===== src/rtl/fwft_fifo.sv =====
// ============================================================================
// Module      : fwft_fifo
// Description : Single-clock first-word-fall-through FIFO; the head word is
//               presented on dout combinationally whenever empty is low.
//               Optional sticky overflow/underflow flags with FIFO_ERR_EN.
// Revision    : 1.0
// ============================================================================
`default_nettype none

module fwft_fifo #(
  parameter int FIFO_DATA_WIDTH   = 8,
  parameter int FIFO_BUFFER_SIZE  = 16,
  parameter int ALMOST_FULL_LEVEL = FIFO_BUFFER_SIZE - 2
) (
  input  logic                                 clock,
  input  logic                                 reset,
  input  logic                                 wr_en,
  input  logic [FIFO_DATA_WIDTH-1:0]           din,
  output logic                                 full,
  output logic                                 almost_full,
  input  logic                                 rd_en,
  output logic [FIFO_DATA_WIDTH-1:0]           dout,
  output logic                                 empty,
  output logic [$clog2(FIFO_BUFFER_SIZE):0]    count
`ifdef FIFO_ERR_EN
  ,
  output logic                                 overflow,
  output logic                                 underflow
`endif
);

  localparam int AW = $clog2(FIFO_BUFFER_SIZE);
  localparam int PW = AW + 1;
  localparam logic [PW-1:0] AF_LEVEL = PW'(ALMOST_FULL_LEVEL);

  logic [FIFO_DATA_WIDTH-1:0] mem [FIFO_BUFFER_SIZE];
  logic [PW-1:0]              wr_ptr;
  logic [PW-1:0]              rd_ptr;
  logic                       wr_accept;
  logic                       rd_accept;

  // Status is a function of the registered pointers only.
  assign empty       = (wr_ptr == rd_ptr);
  assign full        = (wr_ptr[AW-1:0] == rd_ptr[AW-1:0]) && (wr_ptr[AW] != rd_ptr[AW]);
  assign count       = wr_ptr - rd_ptr;
  assign almost_full = (count >= AF_LEVEL);

  assign wr_accept = wr_en && !full;
  assign rd_accept = rd_en && !empty;

  assign dout = mem[rd_ptr[AW-1:0]];

  always_ff @(posedge clock) begin
    if (wr_accept) begin
      mem[wr_ptr[AW-1:0]] <= din;
    end
  end

  always_ff @(posedge clock or negedge reset) begin
    if (!reset) begin
      wr_ptr <= '0;
      rd_ptr <= '0;
    end else begin
      if (wr_accept) begin
        wr_ptr <= wr_ptr + 1'b1;
      end
      if (rd_accept) begin
        rd_ptr <= rd_ptr + 1'b1;
      end
    end
  end

`ifdef FIFO_ERR_EN
  always_ff @(posedge clock or negedge reset) begin
    if (!reset) begin
      overflow  <= 1'b0;
      underflow <= 1'b0;
    end else begin
      if (wr_en && full) begin
        overflow <= 1'b1;
      end
      if (rd_en && empty) begin
        underflow <= 1'b1;
      end
    end
  end
`endif

endmodule

`default_nettype wire


===== config.mk =====
export PLATFORM = sky130hd
export DESIGN_NAME = fwft_fifo
export DESIGN_NICKNAME = d
export VERILOG_FILES = /design/src/rtl/fwft_fifo.sv
export SDC_FILE = /design/constraint.sdc
export NUM_CORES = 1
export LEC_CHECK = 0
export BUFFER_PORTS_ARGS = -buffer_cell sky130_fd_sc_hd__buf_2
export CELL_PAD_IN_SITES_DETAIL_PLACEMENT = 0
export CELL_PAD_IN_SITES_GLOBAL_PLACEMENT = 1
export CORE_UTILIZATION = 40
export CTS_CLUSTER_SIZE = 12
export DETAILED_ROUTE_END_ITERATION = 7
export PLACE_DENSITY = 0.69
export SYNTH_ARGS = -nofsm -noshare
export SYNTH_HDL_FRONTEND = slang
export SYNTH_SLANG_ARGS = --single-unit

===== constraint.sdc =====
create_clock -name clock -period 4.08 [get_ports clock]
set_clock_uncertainty 0.1 [all_clocks]
set_input_delay 0.612 -clock clock [delete_from_list [all_inputs] [get_ports clock]]
set_output_delay 0.612 -clock clock [all_outputs]
set_load 0.02 [all_outputs]

==> metrics.csv, run 1 <==
stage,metric,value,unit
status,status,completed,
sta,tns,0,ns
setup_path,critPathLaunchType,flop,
setup_path,startpoint,rd_ptr[1]$_DFFE_PN0P_,
setup_path,critPathArrivalTime,2.57,ns
route,ant_nets,0,
synthesis,synth_cell_types,36,
sta,grt_setup_unrepaired,no,
setup_path,crit_path_end_kind,primary output,
final_layout,fin_cells,533,
global_routing,met2_usage,27.5,%
placement,numPortBuffers,27,
floorplanning,die_w,122,um
final_layout,nets,363,
sta,worst-slew-pin-transition,0.819,ns
synthesis,seq_area_frac_synth,71.3,%
global_routing,grt-busiest-layer,met2,
sta,worst_hold_slack,0.404,ns
placement,dp_hpwl,7570,um
sta,period_minus_slack,3.28,ns
route,dr.pass1.iters,4,
synthesis,synth_edf_count,128,
synthesis,yosys_warnings,0,
synthesis,synthCells,302,
global_routing,grtUsageTotal,17.5,%
route,drc,0,
placement,dp.cells,501,
sta,setup_viol,0,
flow_run,cap_violations,0,
hold_path,min_from,rd_ptr[4]$_DFFE_PN0P_,
floorplanning,die_area,14800,um2
floorplanning,initial_core_util,41.2,%
clocking,cts_tree,yes,
synthesis,synth_top_cell_area_share,67.0,%
sta,finalHoldViolCount,0,
sta,finalCritPeriodShare,80.5,%
final_layout,syn_to_final_growth,15.2,%
setup_path,crit_path_max_fanout,10,
sta,final_max_slew_viol_count,0,
global_routing,antenna_found_initial,0,
global_routing,grt-ovfl-total,0,
pwr,peakVddDrop,0.461,mV
clocking,clkSinkCount,138,
synthesis,synth_ff_type,edfxtp_1,
pwr,power_density,796,nW/um2
synthesis,ys_ff_latch,138,
route,drtIter0Drc,232,
setup_path,required,3.37,ns
pwr,p_leak,0.00231,uW
floorplanning,top_level_ports,28,
floorplanning,rows,43,
global_routing,use_met3,4.21,%
clocking,clkTransAtPathRegs,0.05,ns
route,vias_per_cell,5.30,
clocking,clockBufferDepth,2,
final_layout,drive_gt1_share,22.1,%
placement,gp_congestion,0.773,
hold_path,min_path_type,reg -> reg,
setup_path,worstSetupPathType,reg -> out,
global_routing,grt_start_max_net_pins,30,
sta,relSlewSlack,45.2,%
route,vias,2827,
clocking,cts_root_buf,clkbuf_16,
synthesis,synth_top_cells_by_area,"edfxtp_1 67%, mux4_2 5.5%, mux4_1 4.6%",
route,wl,11700,um
synthesis,async_reset_ff_share,7.25,%
synthesis,synthTopCellsByCount,"128 x edfxtp_1, 24 x mux2i_1, 14 x mux4_2, 12 x nor2_1",
synthesis,synth_nets,324,
final_layout,fillers,1147,
setup_path,r2r_start,rd_ptr[3]$_DFFE_PN0P_,
synthesis,synth_area,5740,um2
clocking,htreeDepth,4,
sta,fmax,304,MHz
global_routing,grt_pass1_vias,2946,
global_routing,gr-usage-met1,23.4,%
global_routing,grt_pass1_wl,17900,um
floorplanning,fp.dieH,122,um
clocking,clock_latency,0.41,ns
route,wl_per_cell,21.9,um
synthesis,syn_area_per_cell,19.0,um2
final_layout,diodes,0,
clocking,cts_buffers,17,
synthesis,yosysMostFrequentCell,edfxtp_1,
synthesis,yosysTopAreaCell,edfxtp_1,
floorplanning,core,13900,um2
final cells by class:
| class | instances | area (um2) | area share (%) |
|---|---|---|---|
| sequential | 138 | 4100 | 62.0 |
| multi-input combinational | 140 | 1450 | 21.9 |
| clock buffer | 19 | 433 | 6.55 |
| tap | 180 | 225 | 3.41 |
| timing repair buffer | 36 | 205 | 3.10 |
| clock inverter | 12 | 174 | 2.63 |
| inverter | 8 | 30.0 | 0.454 |
layout by cell type, fill, tap and decap left out, drive strengths merged, types with 2 or more instances in the layout:
cell type  count
xor2           2
and2           3
edfxtp       128
bufinv         4
clkinvlp       2
nand4          4
a221oi         8
ha             9
nor3           4
nor2          12
o21ai         19
buf           35
nand2b         2
dfrtp         10
mux2i         24
clkinv         5
inv            9
nand2          8
o21a           2
xnor2          9
mux4          24
nor2b          2
clkbuf        19
through the flow:
step / utilization [%] / total power (uW) / setup slack [ns] / area, um2
after global placement: 43.0 / 3710 / 1.14 / 5990
after CTS: 47.4 / 5310 / 0.732 / 6610
after floorplan: - / 3280 / 1.37 / 5740
after detailed placement: 43.0 / 3730 / 1.02 / 5990
after global routing: 47.4 / 5510 / 0.614 / 6610
final: 47.4 / 5260 / 0.796 / 6610
power breakdown:
part           internal [uW]  total (uW)  switching (uW)
sequential              1730        1890             152
combinational            726        1800            1080
clock                   1020        1570             556
total                   3480        5260            1790
per-layer routing:
layer / wire length (um) / vias up
met2: 5950 / 54
met4: 146 / 0
met3: 426 / 13
li1: - / 1289
met5: 0 / -
met1: 5160 / 1471
state kept, by name, indices dropped and copies added, names as in the netlist:
register / cells
mem: 128
rd_ptr: 5
wr_ptr: 5
what timing repair did:
item	in CTS	in global routing
endpoints found under the hold margin	10	0
hold buffers	1	0
resized for setup	0	0
setup buffers	0	0
final timing paths:
| kind | to | slack, ns | cells after the start |
|---|---|---|---|
| worst max-delay path | almost_full | 0.80 | 7 |
| worst min-delay path | rd_ptr[4]$_DFFE_PN0P_ | 0.40 | 1 |
| worst max register to register | mem[14][3]$_DFFE_PP_ | 1.06 | 6 |
| worst min register to register | rd_ptr[4]$_DFFE_PN0P_ | 0.40 | 1 |
| max in group asynchronous | rd_ptr[0]$_DFFE_PN0P_ | 3.16 | 2 |
| min in group asynchronous | wr_ptr[4]$_DFFE_PN0P_ | 0.50 | 2 |
cell families (layout without fill, tap and decap cells):
group,Yosys count,count (layout),synth area share [%]
mux,48,48,14.3
simple gates,38,38,3.20
xor+xnor,11,11,1.68
flops,138,138,71.3
buf+inv,24,75,3.44
compound gates,33,33,3.77
fa+ha+maj,10,10,2.31
worst max-delay path, cell delays in order (launching register included):
cell and delay (ns):
dfrtp_1 0.65, inv_1 0.17, ha_1 0.33, nor2b_1 0.14, o21a_1 0.17, or3_1 0.33
a41o_1 0.23, buf_2 0.15
(Power assumes the default switching activity.)
==> run 2, diff against run 1 <==
PLACE_DENSITY = 0.72   (was 0.69)
clock period = 2.75 ns   (was 4.08 ns; I/O delays follow)
==> run 2 against run 1 <==
Sequential share of layout area fell by 2.8 points. Global-route usage fell by 0.94 points. Flip-flop and latch count is the same. First-iteration DRC count fell by 33%. Cell count is 5.1% higher. Critical path type unchanged. Highest routed layer unchanged.
==> metrics.csv, run 2 (synthesis results as in run 1) <==
stage,metric,value,unit,change
sta,setup_viol,0,,unchanged
setup_path,crit_path_max_fanout,4,,was 10
clocking,clkSinkCount,138,,unchanged
setup_path,required,2.24,ns,was 3.37 ns
global_routing,grtUsageTotal,16.6,%,was 17.5%
global_routing,grt_pass1_wl,17400,um,was 17900 um
sta,worst_slack,0.0346,ns,was 0.796 ns
setup_path,critPathLaunchType,flop,,unchanged
clocking,cts_tree,yes,,unchanged
pwr,p_leak,0.00247,uW,was 0.00231 uW
route,drtIter0Drc,156,,was 232
sta,period_minus_slack,2.72,ns,
pwr,swShare,33.4,%,was 33.9%
final_layout,fillers,1113,,was 1147
global_routing,grt_start_max_net_pins,25,,was 30
placement,dp_hpwl,6970,um,was 7570 um
placement,dp_slack,0.277,ns,was 1.02 ns
sta,final_max_slew_viol_count,0,,unchanged
final_layout,multi_input_area,1490,um2,was 1450 um2
status,status,completed,,unchanged
global_routing,grt-ovfl-total,0,,unchanged
pwr,intPower,5460,uW,was 3480 uW
pwr,peakVddDrop,0.535,mV,was 0.461 mV
final_layout,largest_reg_flops,128,,unchanged
clocking,clkTransAtPathRegs,0.06,ns,was 0.05 ns
route,drc,0,,unchanged
global_routing,antenna_found_initial,0,,unchanged
pwr,clock_power_share,27.9,%,was 29.9%
floorplanning,die_w,122,um,unchanged
route,dr.pass1.iters,7,,was 4
pwr,p_sw,2740,uW,was 1790 uW
route,ant_nets,0,,unchanged
pwr,sequentialPowerShare,32.8,%,was 35.8%
setup_path,critPathArrivalTime,2.20,ns,was 2.57 ns
pwr,comb_power_share,39.3,%,was 34.3%
clocking,cts_buffers,17,,unchanged
floorplanning,fp.dieH,122,um,unchanged
sta,finalHoldViolCount,0,,unchanged
sta,relSlewSlack,66.8,%,was 45.2%
clocking,htreeDepth,4,,unchanged
route,vias,2895,,was 2827
pwr,power_density,1180,nW/um2,was 796 nW/um2
global_routing,grt_pass1_vias,3021,,was 2946
setup_path,worstSetupPathType,reg -> out,,unchanged
final_layout,diodes,0,,unchanged
sta,worst_hold_slack,0.281,ns,was 0.404 ns
floorplanning,initial_core_util,41.2,%,unchanged
final_layout,nets,389,,was 363
final_layout,final_common_cell,edfxtp_1,,unchanged
floorplanning,rows,43,,unchanged
final_layout,syn_to_final_growth,20.7,%,was 15.2%
route,wl,11300,um,was 11700 um
sta,worst-slew-pin-transition,0.495,ns,was 0.819 ns
final_layout,drive_gt1_share,30.3,%,was 22.1%
sta,finalCritPeriodShare,98.7,%,
setup_path,crit_path_end_kind,primary output,,unchanged
clocking,clock_latency,0.41,ns,about the same
sta,tns,0,ns,unchanged
placement,numPortBuffers,27,,unchanged
sta,fmax,368,MHz,
final_layout,utilization,49.7,%,was 47.4%
hold_path,min_path_type,in -> reg,,was reg -> reg
floorplanning,core,13900,um2,unchanged
final_layout,final_cell_mix,"128 x edfxtp_1, 33 x buf_4, 24 x mux2i_1, 23 x buf_2, 18 x clkbuf_16",,"was 128 x edfxtp_1, 27 x buf_2, 24 x mux2i_1, 17 x clkbuf_16, 14 x mux4_2"
flow_run,cap_violations,0,,unchanged
route,wl_per_cell,20.1,um,was 21.9 um
final_layout,seq_area,4100,um2,about the same
floorplanning,top_level_ports,28,,unchanged
placement,gp_congestion,0.761,,was 0.773
route,vias_per_cell,5.17,,was 5.30
clocking,clockBufferDepth,2,,unchanged
floorplanning,die_area,14800,um2,unchanged
clocking,cts_root_buf,clkbuf_16,,unchanged
[run 2: changes by cell type in the layout (fill, tap and decap cells not counted), moves of 2 or more]
| cell | change |
|---|---|
| buf_4 | +25 |
| buf_2 | -4 |
| buf_12 | +3 |
| inv_6 | +3 |
| ha_1 | -2 |
| ha_4 | +2 |
| inv_1 | -2 |
| inv_2 | +2 |
| o21ai_0 | -2 |
| o21ai_1 | +2 |
[run 2: path summary, 6_finish.rpt]
path                                       start               endpoint  slack, ns  depth (start not counted)
max reg2reg                wr_ptr[3]$_DFFE_PN0P_    mem[3][0]$_DFFE_PP_       0.41                          6
max in group asynchronous                  reset  rd_ptr[0]$_DFFE_PN0P_       2.02                          2
min                                       din[6]    mem[5][6]$_DFFE_PP_       0.28                          1
min reg2reg                wr_ptr[4]$_DFFE_PN0P_  wr_ptr[4]$_DFFE_PN0P_       0.41                          1
max                        rd_ptr[0]$_DFFE_PN0P_            almost_full       0.03                          9
min in group asynchronous                  reset  wr_ptr[1]$_DFFE_PN0P_       0.30                          2
[run 2: power groups by stage]
stage	Clock [uW]	Sequential (uW)	Combinational (uW)
global route	2410	2720	3490
floorplan	0	2680	2180
global placement	0	2730	2800
CTS	2320	2710	3040
finish	2290	2690	3230
detailed placement	0	2750	2840
[run 2: repair_timing]
action                                 4_1_cts  5_1_grt
pin swaps                                    0        6
buffers inserted                             5        4
resized for setup                            9       10
setup endpoints to repair                    3        7
gates cloned                                 1        1
endpoints found under the hold margin       10        0
hold buffers                                 1        0
[run 2: critical path, cell delays in order (launching register included)]
cell and delay, ns:
dfrtp_2 0.38, buf_12 0.14, ha_4 0.13, inv_1 0.05, fa_2 0.35, a21o_1 0.18
a21oi_2 0.13, xnor2_1 0.08, a41o_1 0.20, buf_4 0.15
[run 2: through the flow]
| step | total power [uW] | instances | instance area (um2) |
|---|---|---|---|
| 6_report | 8200 | 560 | 6930 |
| 5_1_grt | 8620 | 560 | 6930 |
| 4_1_cts | 8060 | 555 | 6830 |
| 3_5_place_dp | 5590 | 516 | 6120 |
| 3_3_place_gp | 5540 | 516 | 6120 |
| 2_1_floorplan | 4860 | 302 | 5740 |
[run 2: per-layer routing]
metal / GRT usage (%) / part of all wire (%) / vias to the layer above
li1: - / - / 1348
met1: 21.9 / 45 / 1500
met2: 26.7 / 52 / 38
met3: 3.65 / 2.8 / 9
met4: 6.25 / 0.94 / 0
met5: 0 / 0 / -
[run 2: final cells by class]
| cell class | instances | area share, % |
|---|---|---|
| sequential | 138 | 59.1 |
| multi-input combinational | 140 | 21.5 |
| timing repair buffer | 62 | 7.08 |
| clock buffer | 19 | 6.25 |
| tap | 180 | 3.25 |
| clock inverter | 13 | 2.38 |
| inverter | 8 | 0.433 |
